### config.mk
export PLATFORM = sky130hd
export DESIGN_NAME = counter_updown_mod
export DESIGN_NICKNAME = d
export VERILOG_FILES = /design/src/rtl/counter_pkg.sv /design/src/rtl/counter_next.sv /design/src/rtl/counter_updown_mod.sv
export SDC_FILE = /design/constraint.sdc
export NUM_CORES = 1
export LEC_CHECK = 0
export ABC_CLOCK_PERIOD_IN_PS = 2400
export BUFFER_PORTS_ARGS = -buffer_cell sky130_fd_sc_hd__buf_2
export CORE_AREA = 2 2 39 41
export DETAILED_ROUTE_END_ITERATION = 8
export DIE_AREA = 0 0 41 43
export HOLD_SLACK_MARGIN = 0.05
export SLEW_MARGIN = 0
export SYNTH_ARGS = -nofsm -noshare
export SYNTH_HDL_FRONTEND = slang
export SYNTH_HIERARCHICAL = 1
export SYNTH_SLANG_ARGS = --single-unit
export TNS_END_PERCENT = 10
### constraint.sdc
create_clock -name clk -period 2.4 [get_ports clk]
set_input_delay 0.12 -clock clk [delete_from_list [all_inputs] [get_ports clk]]
set_output_delay 0.12 -clock clk [all_outputs]
set_load 0.01 [all_outputs]
### src/rtl/counter_pkg.sv
`default_nettype none
// ============================================================================
//  Module   : counter_pkg
//  Purpose  : Shared types and constants for the up/down modulo counter family
//             (direction encoding and end-of-range mode selectors).
//  Revision : 1.0  initial release
// ============================================================================
package counter_pkg;

  // Count direction as seen on the 'up' input
  typedef enum logic {
    DIR_DOWN = 1'b0,
    DIR_UP   = 1'b1
  } dir_t;

  // End-of-range behaviour selectors for the SATURATE parameter
  localparam int MODE_WRAP = 0;
  localparam int MODE_SAT  = 1;

endpackage : counter_pkg
`default_nettype wire

### src/rtl/counter_next.sv
`default_nettype none
// ============================================================================
//  Module   : counter_next
//  Purpose  : Combinational next-count generator for a modulo up/down counter.
//             Given the present count, the direction and the terminal-count
//             flag, it produces the following count under the MODULO and
//             SATURATE rules. Shared with the timer blocks.
//  Revision : 1.0  initial release
// ============================================================================
module counter_next
  import counter_pkg::*;
#(
  parameter int N        = 3,
  parameter int MODULO   = 2**N,
  parameter int SATURATE = MODE_WRAP
) (
  input  logic [N-1:0] counter,
  input  logic         up,
  input  logic         tc,
  output logic [N-1:0] next_cnt
);

  // Range limits; the modulus itself needs N+1 bits when MODULO == 2**N
  localparam logic [N:0]   c_mod_w = (N+1)'(MODULO);
  localparam logic [N-1:0] c_max   = N'(MODULO - 1);

  dir_t       w_dir;
  logic [N:0] w_inc;
  logic [N:0] w_dec;

  assign w_dir = dir_t'(up);

  // One extra bit keeps the carry/borrow visible so the range check never
  // depends on the natural 2**N rollover of an N-bit register.
  assign w_inc = {1'b0, counter} + (N+1)'(1);
  assign w_dec = {1'b0, counter} - (N+1)'(1);

  // Select the next count: step normally inside the range, wrap or hold at the ends
  always_comb begin
    next_cnt = counter;
    if (w_dir == DIR_UP) begin
      if (tc || (w_inc >= c_mod_w)) begin
        next_cnt = (SATURATE == MODE_SAT) ? c_max : '0;
      end else begin
        next_cnt = w_inc[N-1:0];
      end
    end else begin
      if (tc || w_dec[N]) begin
        next_cnt = (SATURATE == MODE_SAT) ? '0 : c_max;
      end else begin
        next_cnt = w_dec[N-1:0];
      end
    end
  end

endmodule : counter_next
`default_nettype wire

### src/rtl/counter_updown_mod.sv
`default_nettype none
// ============================================================================
//  Module   : counter_updown_mod
//  Purpose  : Parametrised up/down modulo counter with count enable, direction
//             select, clamped parallel load, wrap or saturate mode, a
//             combinational terminal-count flag, a one-cycle wrap pulse and a
//             sticky overflow flag.
//  Revision : 1.0  initial release
// ============================================================================
module counter_updown_mod
  import counter_pkg::*;
#(
  parameter int N        = 3,
  parameter int MODULO   = 2**N,
  parameter int SATURATE = MODE_WRAP,
  parameter int RST_VAL  = 0
) (
  input  logic         clk,
  input  logic         clr,
  input  logic         en,
  input  logic         up,
  input  logic         load,
  input  logic [N-1:0] load_val,
  input  logic         ovf_clr,
  output logic [N-1:0] counter,
  output logic         tc,
  output logic         wrap,
  output logic         ovf
);

  localparam logic [N:0]   c_mod_w = (N+1)'(MODULO);
  localparam logic [N-1:0] c_max   = N'(MODULO - 1);
  localparam logic [N-1:0] c_rst   = N'(RST_VAL);

  logic [N-1:0] r_counter;
  logic         r_wrap;
  logic         r_ovf;

  dir_t         w_dir;
  logic         w_tc;
  logic         w_event;
  logic [N-1:0] w_next;
  logic [N-1:0] w_load_clamped;

  assign w_dir = dir_t'(up);

  // Terminal count looks only at en, up and the present count, so there is
  // no combinational path from load or load_val to this output.
  assign w_tc = en & ((w_dir == DIR_UP) ? (r_counter == c_max)
                                        : (r_counter == '0));

  // A range-end event is an enabled step at the end of the range; a load
  // in the same cycle pre-empts the step and therefore the event.
  assign w_event = w_tc & ~load;

  // Out-of-range load values are clamped to the top of the range
  assign w_load_clamped = ({1'b0, load_val} >= c_mod_w) ? c_max : load_val;

  counter_next #(
    .N        (N),
    .MODULO   (MODULO),
    .SATURATE (SATURATE)
  ) u_counter_next (
    .counter  (r_counter),
    .up       (up),
    .tc       (w_tc),
    .next_cnt (w_next)
  );

  // Counter, wrap pulse and sticky overflow; priority reset > load > enable > hold
  always_ff @(posedge clk) begin
    if (!clr) begin
      r_counter <= c_rst;
      r_wrap    <= 1'b0;
      r_ovf     <= 1'b0;
    end else begin
      if (load) begin
        r_counter <= w_load_clamped;
      end else if (en) begin
        r_counter <= w_next;
      end
      r_wrap <= w_event;
      // Setting wins over a simultaneous clear request
      r_ovf  <= w_event | (r_ovf & ~ovf_clr);
    end
  end

  assign counter = r_counter;
  assign tc      = w_tc;
  assign wrap    = r_wrap;
  assign ovf     = r_ovf;

endmodule : counter_updown_mod
`default_nettype wire

* After elaboration in Yosys (flattened, before gate mapping)
Cells that the tools add are included.
Word-level totals: register bits after elaboration 5, bits of input ports 9, output and inout bits 6, logic and storage cells 23
Cells by class: $add $sub $neg 2, $lt $le $gt $ge 1, equality and inequality tests 1, mux-type cells 6, bitwise operators 6, reductions and logical operators 4
Operators with widths (number):
- 3-bit two-way mux | 5
- 3-bit by 1-bit adder with 4-bit output (second input constant) | 1
- 4-bit greater-or-equal comparator (second input constant) | 1
- 3-bit by 1-bit subtractor with 4-bit output (second input constant) | 1
- 1-bit bitwise AND | 3
- 3-bit == test (second input constant) | 1
- 3-bit zero test | 1
- 1-bit logical OR | 2
- 1-bit inverter | 2
- 2-bit nonzero test | 1
- 1-bit two-way mux | 1
- 1-bit bitwise OR | 1

* Logic depth before layout (Yosys ltp)
Gate-level depths: netlist of the first run.
word-level depth 8, mapped depth 9, mapped depth without buffers 9

* Modules after synthesis
Netlist of the first run, hierarchy kept.
Modules (own cells, without submodules):
- counter_updown_mod | times used 1, cells each 25, area an instance 227.7 um^2, sequential area each 100.1 um^2
- counter_next | times used 1, cells each 22, area an instance 128.9 um^2, sequential area each 0.0 um^2

* Least setup slack after synthesis of the first run
No wires, ideal clock.
path type reg-to-reg, start register r_counter[0], in the netlist counter[0], end register r_counter[1], in the netlist counter[1], setup time 59 ps, arrival 1826 ps, required time 2341 ps, setup slack 515 ps, stages on the path, launching flop included 10, path buffers 0, clock period less this slack 1885 ps, cells stage by stage dfxtp_1 -> or4_1 -> nand2_1 -> and2_1 -> nand2b_1 -> a21oi_1 -> a22oi_1 -> mux2i_1 -> o21ai_0 -> and2_1
Between the ends: longest elaborated chain between the ends 8, elaborated cells between the ends (all ways) 14, those cells by class 2 x add/sub; 1 x order compare; 1 x eq/ne; 6 x mux; 1 x bitwise; 3 x reduce/logical
RTL lines:
- start, declared | line counter_updown_mod.sv:35 | logic [N-1:0] r_counter;
- start signal, assigned | line counter_updown_mod.sv:73 | r_counter <= c_rst;
- start signal, assigned | line counter_updown_mod.sv:78 | r_counter <= w_load_clamped;
- start signal, assigned | line counter_updown_mod.sv:80 | r_counter <= w_next;
- 3-bit == test / 3-bit zero test (equally long branches) | line counter_updown_mod.sv:49, counter_updown_mod.sv:50
- 1-bit two-way mux (*) | line counter_updown_mod.sv:49 | assign w_tc = en & ((w_dir == DIR_UP) ? (r_counter == c_max)
- 1-bit bitwise AND (*) | line counter_updown_mod.sv:49
- net tc | line counter_updown_mod.sv:26 | output logic tc,
- 1-bit logical OR (on tied branches) | line counter_next.sv:48, counter_next.sv:42
- 3-bit two-way mux (on tied branches) | line counter_next.sv:48, counter_next.sv:42
- 3-bit two-way mux (*) | line counter_next.sv:41 | if (w_dir == DIR_UP) begin
- net w_next[1] | line counter_updown_mod.sv:42 | logic [N-1:0] w_next;
- 3-bit two-way mux (*) | line counter_updown_mod.sv:79 | end else if (en) begin
- 3-bit two-way mux (*) | line counter_updown_mod.sv:77 | if (load) begin
The timed path passes the listed nets; every way through them passes the cells marked *. The select of a mux whose other input is x is not followed. A chain may end at the register's enable or synchronous reset.

* Worst setup path in the final report of the first run
start register r_counter[0], in the netlist counter[0], end register r_counter[2], in the netlist counter[2]
Between the ends: longest elaborated chain between the ends 8, elaborated cells between the ends (all ways) 14, those cells by class 2 x add/sub; 1 x order compare; 1 x eq/ne; 6 x mux; 1 x bitwise; 3 x reduce/logical
RTL lines (line):
- parallel branches: the longest is 5 deep, another holds 3-bit by 1-bit adder with 4-bit output
- 3-bit two-way mux (*) | counter_next.sv:41
- net w_next[2] | counter_updown_mod.sv:42
- 3-bit two-way mux (*) | counter_updown_mod.sv:79
- 3-bit two-way mux (*) | counter_updown_mod.sv:77
Mark *: on every way through the listed nets, which the timed path passes. The select of a mux whose other input is x is not followed.

==> results of run 1 <==
## state kept, by name, summed over array words and instances (netlist names)
register  cells
counter       3
ovf           1
wrap          1
## layout make-up
class | instances | area (um2) | share of cell area [%]
Multi-Input combinational cell | 37 | 238 | 50.3
Sequential cell | 5 | 100 | 21.2
Timing Repair Buffer | 14 | 70.1 | 14.8
Clock buffer | 4 | 26.3 | 5.56
Tap cell | 16 | 20.0 | 4.23
Inverter | 5 | 18.8 | 3.97
## through the flow
stage / instance area (um2) / util (%) / cells
after floorplan: 357 / - / 47
after global placement: 447 / 32.3 / 77
after detailed placement: 447 / 32.3 / 77
after global routing: 473 / 34.2 / 81
after CTS: 473 / 34.2 / 81
final: 473 / 34.2 / 81
## cells in the mapped netlist
library cell / number / area (um2)
and3b_1: 1 / 8.76
o21ai_0: 4 / 20.0
a21oi_1: 3 / 15.0
dfxtp_1: 5 / 100
a32o_1: 1 / 10.0
nand2b_1: 1 / 6.26
nand4_1: 1 / 6.26
or4_1: 1 / 7.51
or2_1: 1 / 6.26
and2_1: 5 / 31.3
a211oi_1: 2 / 15.0
and2b_1: 1 / 7.51
nand2_1: 6 / 22.5
a22oi_1: 1 / 7.51
nor2_1: 3 / 11.3
mux2i_1: 3 / 30.0
o21bai_1: 1 / 7.51
inv_1: 5 / 18.8
ha_1: 2 / 25.0
## cell families after synthesis
| family | count (synthesis) |
|---|---|
| simple gates | 20 |
| compound gates | 12 |
| buf+inv | 5 |
| flops | 5 |
| mux | 3 |
| fa+ha+maj | 2 |
## metal layers
layer	part of all wire (%)	vias to the layer above	GRT usage (%)	wire [um]
met3	7.6	0	1.57	55
met1	52	144	13.2	374
met2	40	14	14.1	290
li1	-	201	-	-
met5	0	-	0	0
met4	0	0	8.00	0
## worst max path at each step
stage,from,end,depth (start not counted)
2_1_floorplan,counter[0],counter[1],9
3_3_place_gp,counter[0],counter[2],9
3_5_place_dp,counter[0],counter[2],9
4_1_cts,counter[0],counter[2],9
5_1_grt,counter[0],counter[2],9
6_report,counter[0],counter[2],9
## worst max-delay path, stage by stage (launching register included)
cell,delay (ns)
dfxtp_1,0.39
or4_1,0.52
nand2_1,0.11
and2_1,0.19
inv_1,0.07
nor2_1,0.14
a211oi_1,0.06
mux2i_1,0.16
o21ai_0,0.08
and2_1,0.15
## report_power, final
part	switching (mW)	internal, mW
Sequential	0.00893	0.0883
Combinational	0.0279	0.0284
Clock	0.0305	0.0626
==> impl_metrics.py, run 1 <==
metrics = {
    "outcome": {
        "status": "completed",
    },
    "floorplan": {
        "core.rowCount": 14,
        "coreArea_um2": 1380,
        "initial_core_util_pct": 25.8,
        "die_x_um": 41,
        "io_pins": 15,
        "die_h_um": 43,
        "dieArea_um2": 1760,
    },
    "synthesis": {
        "synth_compound_area_share_pct": 21.1,
        "ys_types": 19,
        "synth.yosys.seq_area_share_pct": 28.1,
        "yosysWarningCount": 6,
        "synth_top_family_by_area": "simple AND/OR/NAND/NOR gates",
        "synth-xor-area-share_pct": 0,
        "yosys_register_bits": 5,
        "muxShareOfSynthArea_pct": 8.42,
        "synth_area_um2": 357,
        "synth_adder_area_share_pct": 7.02,
        "synth_nets": 58,
        "synthCells": 47,
        "synthSimpleGateAreaFrac_pct": 30.2,
        "avgSynthCellArea_um2": 7.59,
    },
    "final_layout": {
        "final_common_cell": "buf_2",
        "drive_gt1_share_pct": 26.2,
        "final_nets": 77,
        "area_growth_pct": 32.6,
        "antenna_cells": 0,
        "fill_cells": 173,
        "mostFrequentLayoutCells": "buf_2 (14), nand2_1 (6), and2_1 (5), inv_1 (5), dfxtp_1 (5)",
    },
    "timing": {
        "rsz0062_at_grt": "no",
        "fin_crit_sh_pct": 82.4,
        "worst_pin_slew_ns": 0.318,
        "hold_viol_final": 0,
        "holdWs_ns": 0.139,
        "setup_viol": 0,
        "drv_slew": 0,
        "clock-skew-final_ns": 0.00185,
        "fin_crit_ns": 1.98,
        "fmax_mhz": 505,
        "timing.final.ws_setup_ns": 0.421,
        "tns_ns": 0,
        "max_slew_margin_pct": 78.7,
    },
    "power_and_ir_drop": {
        "total_power_mw": 0.247,
        "p_leak_nw": 0.241,
        "p_per_area_nw_per_um2": 522,
        "ir_drop_mv": 0.202,
    },
    "placed_design": {
        "globalplace.congestion": 0.632,
        "pre_cts_ws_ns": 0.403,
        "portBuffers": 14,
        "dp_hpwl_um": 597,
    },
    "clock_network": {
        "h-tree-depth": 1,
        "numCtsBuffers": 3,
        "hold_buffers": 0,
        "post-cts-setup-buffer-count": 0,
        "cts.sinks": 5,
        "ctsResizeCount": 0,
        "cts_tree": "yes",
        "clkLatencyLatePin_ns": 0.24,
        "clockBufferDepth": 2,
        "clk_pin_slew_ns": 0.04,
        "cts_root_buf": "clkbuf_4",
    },
    "setup_path": {
        "crit_arrival_ns": 2.11,
        "worstRegToRegCells": 9,
        "cp_data_required_time_ns": 2.53,
        "r2r_end": "counter[2]",
        "start_kind": "flip-flop",
        "cp_max_fo": 10,
        "end_kind": "flip-flop",
        "r2r_setup_slack_ns": 0.42,
        "crit_type": "reg2reg",
        "rr_startpoint": "counter[0]",
    },
    "drt": {
        "wl_per_cell_um": 8.88,
        "vias": 359,
        "postRouteAntennaNets": 0,
        "drtPass1Iterations": 2,
        "drc": 0,
        "wirelength_um": 719,
        "drtIter0Drc": 4,
        "via_per_inst": 4.43,
    },
    "min_path": {
        "holdPathStages": 2,
        "hold_end": "counter[2]",
        "hp-class": "in2reg",
        "min_from": "clr",
    },
    "grt": {
        "grt_pass1_vias": 320,
        "grt_max_degree": 11,
        "antenna_found_initial": 0,
        "grt_overflow": 0,
        "grt_pass1_wl_um": 1220,
        "gr-usage-all-layers_pct": 10.1,
    },
    "flow_run": {
        "maxCapViolCount": 0,
    },
}
(Power assumes the default switching activity.)
==> inputs of run 2 (changes only) <==
--- a/config.mk
+++ b/config.mk
@@ -5,7 +5,8 @@
 export SDC_FILE = /design/constraint.sdc
 export NUM_CORES = 1
 export LEC_CHECK = 0
-export ABC_CLOCK_PERIOD_IN_PS = 2400
+export ABC_AREA = 1
+export ABC_CLOCK_PERIOD_IN_PS = 1700
 export BUFFER_PORTS_ARGS = -buffer_cell sky130_fd_sc_hd__buf_2
 export CORE_AREA = 2 2 39 41
 export DETAILED_ROUTE_END_ITERATION = 8
==> constraint.sdc (replaced) <==
create_clock -name clk -period 1.7 [get_ports clk]
set_input_delay 0.085 -clock clk [delete_from_list [all_inputs] [get_ports clk]]
set_output_delay 0.085 -clock clk [all_outputs]
set_load 0.01 [all_outputs]
==> run 2 against run 1 <==
Effect of this change: flip-flop and latch count did not move; non-clock buffer count rose by 1; register-to-register slack got worse by 0.22 ns; worst setup slack got worse by 0.22 ns; clock skew barely moved; core utilization rose by 2.3 points; global-route usage rose by 1.7 points.
==> impl_metrics.py, run 2 <==
metrics = {
    "outcome": {
        "status": "completed",
    },
    "power_and_ir_drop": {
        "ir_drop_mv": 0.392,
        "internal-power_mw": 0.254,
        "p_sw_mw": 0.111,
        "p_per_area_nw_per_um2": 724,
        "p_leak_nw": 0.311,
        "swShare_pct": 30.4,
        "p_seq_share_pct": 36.8,
        "clkPwrFrac_pct": 37.1,
        "total_power_mw": 0.365,
        "combPwrFrac_pct": 26.1,
    },
    "setup_path": {
        "cpMaxStageDelayCell": "dfxtp_1",
        "crit_type": "reg2reg",
        "start_kind": "flip-flop",
        "cp_data_required_time_ns": 1.83,
        "critPathMaxStageDelay_ns": 0.30,
        "end_kind": "flip-flop",
        "path_cells": "buf_4, o21ai_1, nand3_1, inv_1, inv_1, nand2_1, nor2_1, nor2_1, nor2_1, nand3_1, nand3_1, nand2_1, inv_1",
        "crit_arrival_ns": 1.63,
        "cp_max_fo": 6,
    },
    "timing": {
        "drv_slew": 0,
        "tns_ns": 0,
        "hold_viol_final": 0,
        "max_slew_margin_pct": 85.8,
        "rsz0062_at_grt": "no",
        "setup_viol": 0,
        "fmax_mhz": 667,
        "fin_crit_ns": 1.50,
        "clock-skew-final_ns": 0.00178,
        "fin_crit_sh_pct": 88.2,
        "worst_pin_slew_ns": 0.211,
    },
    "placed_design": {
        "globalplace.congestion": 0.769,
        "portBuffers": 14,
        "placed_cell_area_um2": 475,
        "dp_hpwl_um": 714,
        "dp_cells": 97,
    },
    "floorplan": {
        "coreArea_um2": 1380,
        "die_h_um": 43,
        "core.rowCount": 14,
        "io_pins": 15,
        "initial_core_util_pct": 27.3,
        "die_x_um": 41,
        "dieArea_um2": 1760,
    },
    "grt": {
        "grt_overflow": 0,
        "grt_max_degree": 9,
        "top_usage_layer": "met2",
        "grt_pass1_vias": 376,
        "gr-usage-all-layers_pct": 11.8,
        "use_met2_pct": 17.2,
        "use_met1_pct": 15.1,
        "grt_pass1_wl_um": 1430,
        "met3_usage_pct": 3.66,
        "antenna_found_initial": 0,
    },
    "final_layout": {
        "area_growth_pct": 33.4,
        "mostFrequentLayoutCells": "nand2_1 (21), buf_2 (14), inv_1 (12)",
        "final_nets": 97,
        "antenna_cells": 0,
        "final_common_cell": "nand2_1",
        "fill_cells": 148,
        "largest_reg_flops": 3,
        "stdcell_area_um2": 504,
        "drive_gt1_share_pct": 28.2,
        "fin_cells": 101,
    },
    "synthesis": {
        "synth.yosys.seq_area_share_pct": 26.5,
        "ys.flop_type": "dfxtp_1",
        "synth_edf_count": 0,
        "synthTopCellsByCount": "nand2_1 (21), inv_1 (12), nand3_1 (11), dfxtp_1 (5), nor2_1 (5)",
        "synth_top_cell_by_area": "dfxtp_1",
        "synth_top_area_share_pct": 26.5,
        "synthCells": 66,
        "yosys_register_bits": 5,
        "ys_types": 13,
        "synth_area_um2": 378,
        "yosysWarningCount": 6,
        "ys_top_cells_by_area": "dfxtp_1 (26%), nand2_1 (21%), nand3_1 (15%)",
        "async_flop_share_pct": 0,
        "avgSynthCellArea_um2": 5.73,
        "synth_most_common_cell": "nand2_1",
        "synth_nets": 77,
    },
    "clock_network": {
        "cts_root_buf": "clkbuf_4",
        "cts.sinks": 5,
        "cts_tree": "yes",
        "clockBufferDepth": 2,
        "hold_buffers": 0,
        "clkLatencyLatePin_ns": 0.24,
        "clk_pin_slew_ns": 0.04,
        "h-tree-depth": 1,
        "numCtsBuffers": 3,
    },
    "drt": {
        "drtPass1Iterations": 1,
        "drtIter0Drc": 0,
        "vias": 433,
        "wl_per_cell_um": 8.75,
        "wirelength_um": 884,
        "postRouteAntennaNets": 0,
        "via_per_inst": 4.29,
        "drc": 0,
    },
    "flow_run": {
        "maxCapViolCount": 0,
    },
    "min_path": {
        "hp-class": "in2reg",
    },
}
==> run 2: cell types whose count changed in the layout (fill, tap and decap cells not counted), sizes merged, moves of 2 or more <==
cell | before | now
nor2 | 3 | 6
a211oi | 2 | 0
nand3 | 0 | 11
a21oi | 3 | 0
inv | 5 | 14
nand2 | 6 | 22
mux2i | 3 | 0
and2 | 5 | 0
==> run 2: logic make-up after synthesis <==
logic type,synth area share [%]
fa+ha+maj,6.62
flops,26.5
buf+inv,13.9
compound gates,3.97
simple gates,49.0
==> run 2: what timing repair did <==
action                     in CTS  in global routing
setup endpoints to repair       0                  1
resized for setup               0                  2
setup buffers                   0                  0
==> run 2: per-stage QoR <==
step,hold WS (ns),setup slack [ns],util (%)
detailed placement,0.335,0.147,34.4
finish,0.0903,0.200,36.4
global route,0.108,0.0107,36.4
floorplan,0.183,0.234,-
global placement,0.327,0.196,34.4
CTS,0.0866,0.136,36.3
==> run 2: worst paths after layout <==
kind	startpoint	to	slack, ns	cells past startpoint
max	counter[1]	counter[2]	0.20	13
min	clr	counter[0]	0.09	3
max reg2reg	counter[1]	counter[2]	0.20	13
min reg2reg	ovf	ovf	0.47	2
==> run 2: per-layer routing <==
layer	vias up	routed length [um]
met5	-	0
met4	0	0
met3	0	68
met2	14	387
met1	177	429
li1	242	-
==> run 2: area by class of cell <==
| type | count | area [um2] | area share, % |
|---|---|---|---|
| inverters | 14 | 52.6 | 10.4 |
| clock buffers | 4 | 26.3 | 5.21 |
| flip-flops and latches | 5 | 103 | 20.3 |
| well taps | 16 | 20.0 | 3.97 |
| repair buffers | 15 | 77.6 | 15.4 |
| multi-input cells | 47 | 225 | 44.7 |
==> run 2: critical path: cells and delay by family (launching register included) <==
kind / cells / cell delay (ns)
AOI/OAI and AO/OA: 1 / 0.17
and+or+nand+nor: 8 / 0.54
buffers and inverters: 4 / 0.39
DFF: 1 / 0.30
==> run 2: power by group through the flow <==
stage / registers, mW / clock network (mW) / logic (mW)
floorplan: 0.139 / 0 / 0.0547
global placement: 0.135 / 0 / 0.0945
detailed placement: 0.136 / 0 / 0.0956
CTS: 0.134 / 0.140 / 0.0960
global route: 0.136 / 0.150 / 0.109
finish: 0.134 / 0.135 / 0.0954
==> inputs of run 3 (changes only) <==
--- a/config.mk
+++ b/config.mk
@@ -5,7 +5,7 @@
 export SDC_FILE = /design/constraint.sdc
 export NUM_CORES = 1
 export LEC_CHECK = 0
-export ABC_AREA = 1
+export ABC_AREA = 0
 export ABC_CLOCK_PERIOD_IN_PS = 1700
 export BUFFER_PORTS_ARGS = -buffer_cell sky130_fd_sc_hd__buf_2
 export CORE_AREA = 2 2 39 41
==> run 3 against run 2 <==
Effect of this change: the run now ends with setup timing left; clock skew up 0.0012 ns; critical path depth down 4; cell count down 12%; total power up 6.3%; die area unchanged; count of clock-buffer cells in the layout unchanged; largest cell class unchanged; largest power group unchanged; highest routed layer is now met4.
==> impl_metrics.py, run 3 (synthesized netlist as in run 1, its figures left out) <==
metrics = {
    "setup_path": {
        "worstRegToRegCells": 9,
        "cp_data_required_time_ns": 1.88,
        "start_kind": "flip-flop",
        "r2r_setup_slack_ns": -0.04,
        "crit_arrival_ns": 1.92,
        "crit_type": "reg2reg",
        "rr_startpoint": "counter[0]",
        "r2r_end": "counter[1]",
        "cp_max_fo": 4,
        "end_kind": "flip-flop",
    },
    "placed_design": {
        "globalplace.congestion": 0.672,
        "dp_hpwl_um": 634,
        "portBuffers": 14,
    },
    "clock_network": {
        "clkLatencyLatePin_ns": 0.24,
        "hold_buffers": 0,
        "h-tree-depth": 1,
        "clockBufferDepth": 2,
        "clk_pin_slew_ns": 0.04,
        "cts_root_buf": "clkbuf_4",
        "cts_tree": "yes",
        "numCtsBuffers": 3,
        "cts.sinks": 5,
    },
    "final_layout": {
        "final_common_cell": "buf_2",
        "fill_cells": 143,
        "final-seq-area_um2": 106,
        "largest_reg_flops": 3,
        "drive_gt1_share_pct": 43.8,
        "multiInputGateArea_um2": 254,
        "final_nets": 85,
        "area_growth_pct": 55.8,
        "antenna_cells": 0,
        "mostFrequentLayoutCells": "buf_2 (14), buf_4 (8), nand2_1 (6)",
    },
    "power_and_ir_drop": {
        "clkPwrFrac_pct": 35.3,
        "p_sw_mw": 0.110,
        "internal-power_mw": 0.278,
        "p_per_area_nw_per_um2": 698,
        "combPwrFrac_pct": 31.9,
        "swShare_pct": 28.4,
        "p_seq_share_pct": 32.9,
        "p_leak_nw": 0.288,
        "ir_drop_mv": 0.308,
    },
    "floorplan": {
        "die_h_um": 43,
        "io_pins": 15,
        "die_x_um": 41,
        "coreArea_um2": 1380,
        "initial_core_util_pct": 25.8,
        "dieArea_um2": 1760,
        "core.rowCount": 14,
    },
    "timing": {
        "clock-skew-final_ns": 0.00299,
        "holdWs_ns": 0.0977,
        "fmax_mhz": 574,
        "max_slew_margin_pct": 84.0,
        "setup_viol": 3,
        "timing.final.ws_setup_ns": -0.0419,
        "drv_slew": 0,
        "rsz0062_at_grt": "yes",
        "hold_viol_final": 0,
        "fin_crit_ns": 1.74,
        "tns_ns": -0.106,
        "worst_pin_slew_ns": 0.238,
        "fin_crit_sh_pct": 102,
    },
    "min_path": {
        "holdPathStages": 2,
        "hp-class": "in2reg",
        "hold_end": "counter[1]",
        "min_from": "clr",
    },
    "outcome": {
        "violations": "setup timing",
        "status": "complete, but fails checks",
    },
    "drt": {
        "wl_per_cell_um": 9.20,
        "wirelength_um": 819,
        "via_per_inst": 4.61,
        "drc": 0,
        "postRouteAntennaNets": 0,
        "drtPass1Iterations": 4,
        "drtIter0Drc": 11,
        "vias": 410,
    },
    "grt": {
        "grt_max_degree": 10,
        "grt_pass1_wl_um": 1210,
        "gr-usage-all-layers_pct": 10.2,
        "grt_overflow": 0,
        "antenna_found_initial": 0,
        "grt_pass1_vias": 317,
    },
    "flow_run": {
        "maxCapViolCount": 0,
    },
}
run 3: critical path: stages (launching register included):
cell and delay [ns]:
dfxtp_2 0.31, or4_1 0.50, nand2_1 0.09, and2_4 0.16, nand2b_4 0.12, a21oi_2 0.03, a22oi_1 0.14, mux2i_1 0.11
o21ai_1 0.11, and2_1 0.12
run 3: final cells by class:
type                       instances  area share [%]
timing repair buffer              22            23.4
clock buffer                       4            4.73
sequential                         5            19.1
inverter                           5            3.38
multi-input combinational         37            45.7
tap                               16            3.60
run 3: how the worst max path moves through the flow:
stage,startpoint,end,slack (ns),depth (start not counted)
2_1_floorplan,counter[0],counter[2],-0.05,9
3_3_place_gp,counter[0],counter[0],-0.06,9
3_5_place_dp,counter[0],counter[0],-0.07,9
4_1_cts,counter[0],counter[1],-0.05,9
5_1_grt,counter[0],counter[1],-0.14,9
6_report,counter[0],counter[1],-0.04,9
run 3: what timing repair did:
action	4_1_cts	5_1_grt
hold endpoints to repair	0	0
buffers inserted	1	1
endpoints found under the setup margin	3	3
pin swaps	2	1
resized for setup	4	0
run 3: power groups by stage:
stage / registers, mW / clock network, mW / logic (mW)
2_1_floorplan: 0.140 / 0 / 0.0551
3_3_place_gp: 0.129 / 0 / 0.113
3_5_place_dp: 0.130 / 0 / 0.113
4_1_cts: 0.128 / 0.143 / 0.120
5_1_grt: 0.128 / 0.151 / 0.135
6_report: 0.127 / 0.137 / 0.124
run 3: through the flow:
| step | cell area [um2] | setup slack (ns) | power (mW) | utilization, % | instances |
|---|---|---|---|---|---|
| floorplan | 373 | -0.0465 | 0.195 | - | 47 |
| global placement | 508 | -0.0613 | 0.242 | 36.7 | 83 |
| detailed placement | 508 | -0.0690 | 0.243 | 36.7 | 83 |
| CTS | 548 | -0.0503 | 0.391 | 39.6 | 88 |
| global route | 556 | -0.141 | 0.414 | 40.1 | 89 |
| finish | 556 | -0.0419 | 0.388 | 40.1 | 89 |
run 3: metal layers:
layer  global-route usage (%)  vias to the layer above  share of wire [%]
met3                     1.57                        2                9.6
met2                     12.5                       21                 41
met5                        0                        -                  0
met4                     8.00                        0               0.49
met1                     14.8                      172                 48
li1                         -                      215                  -
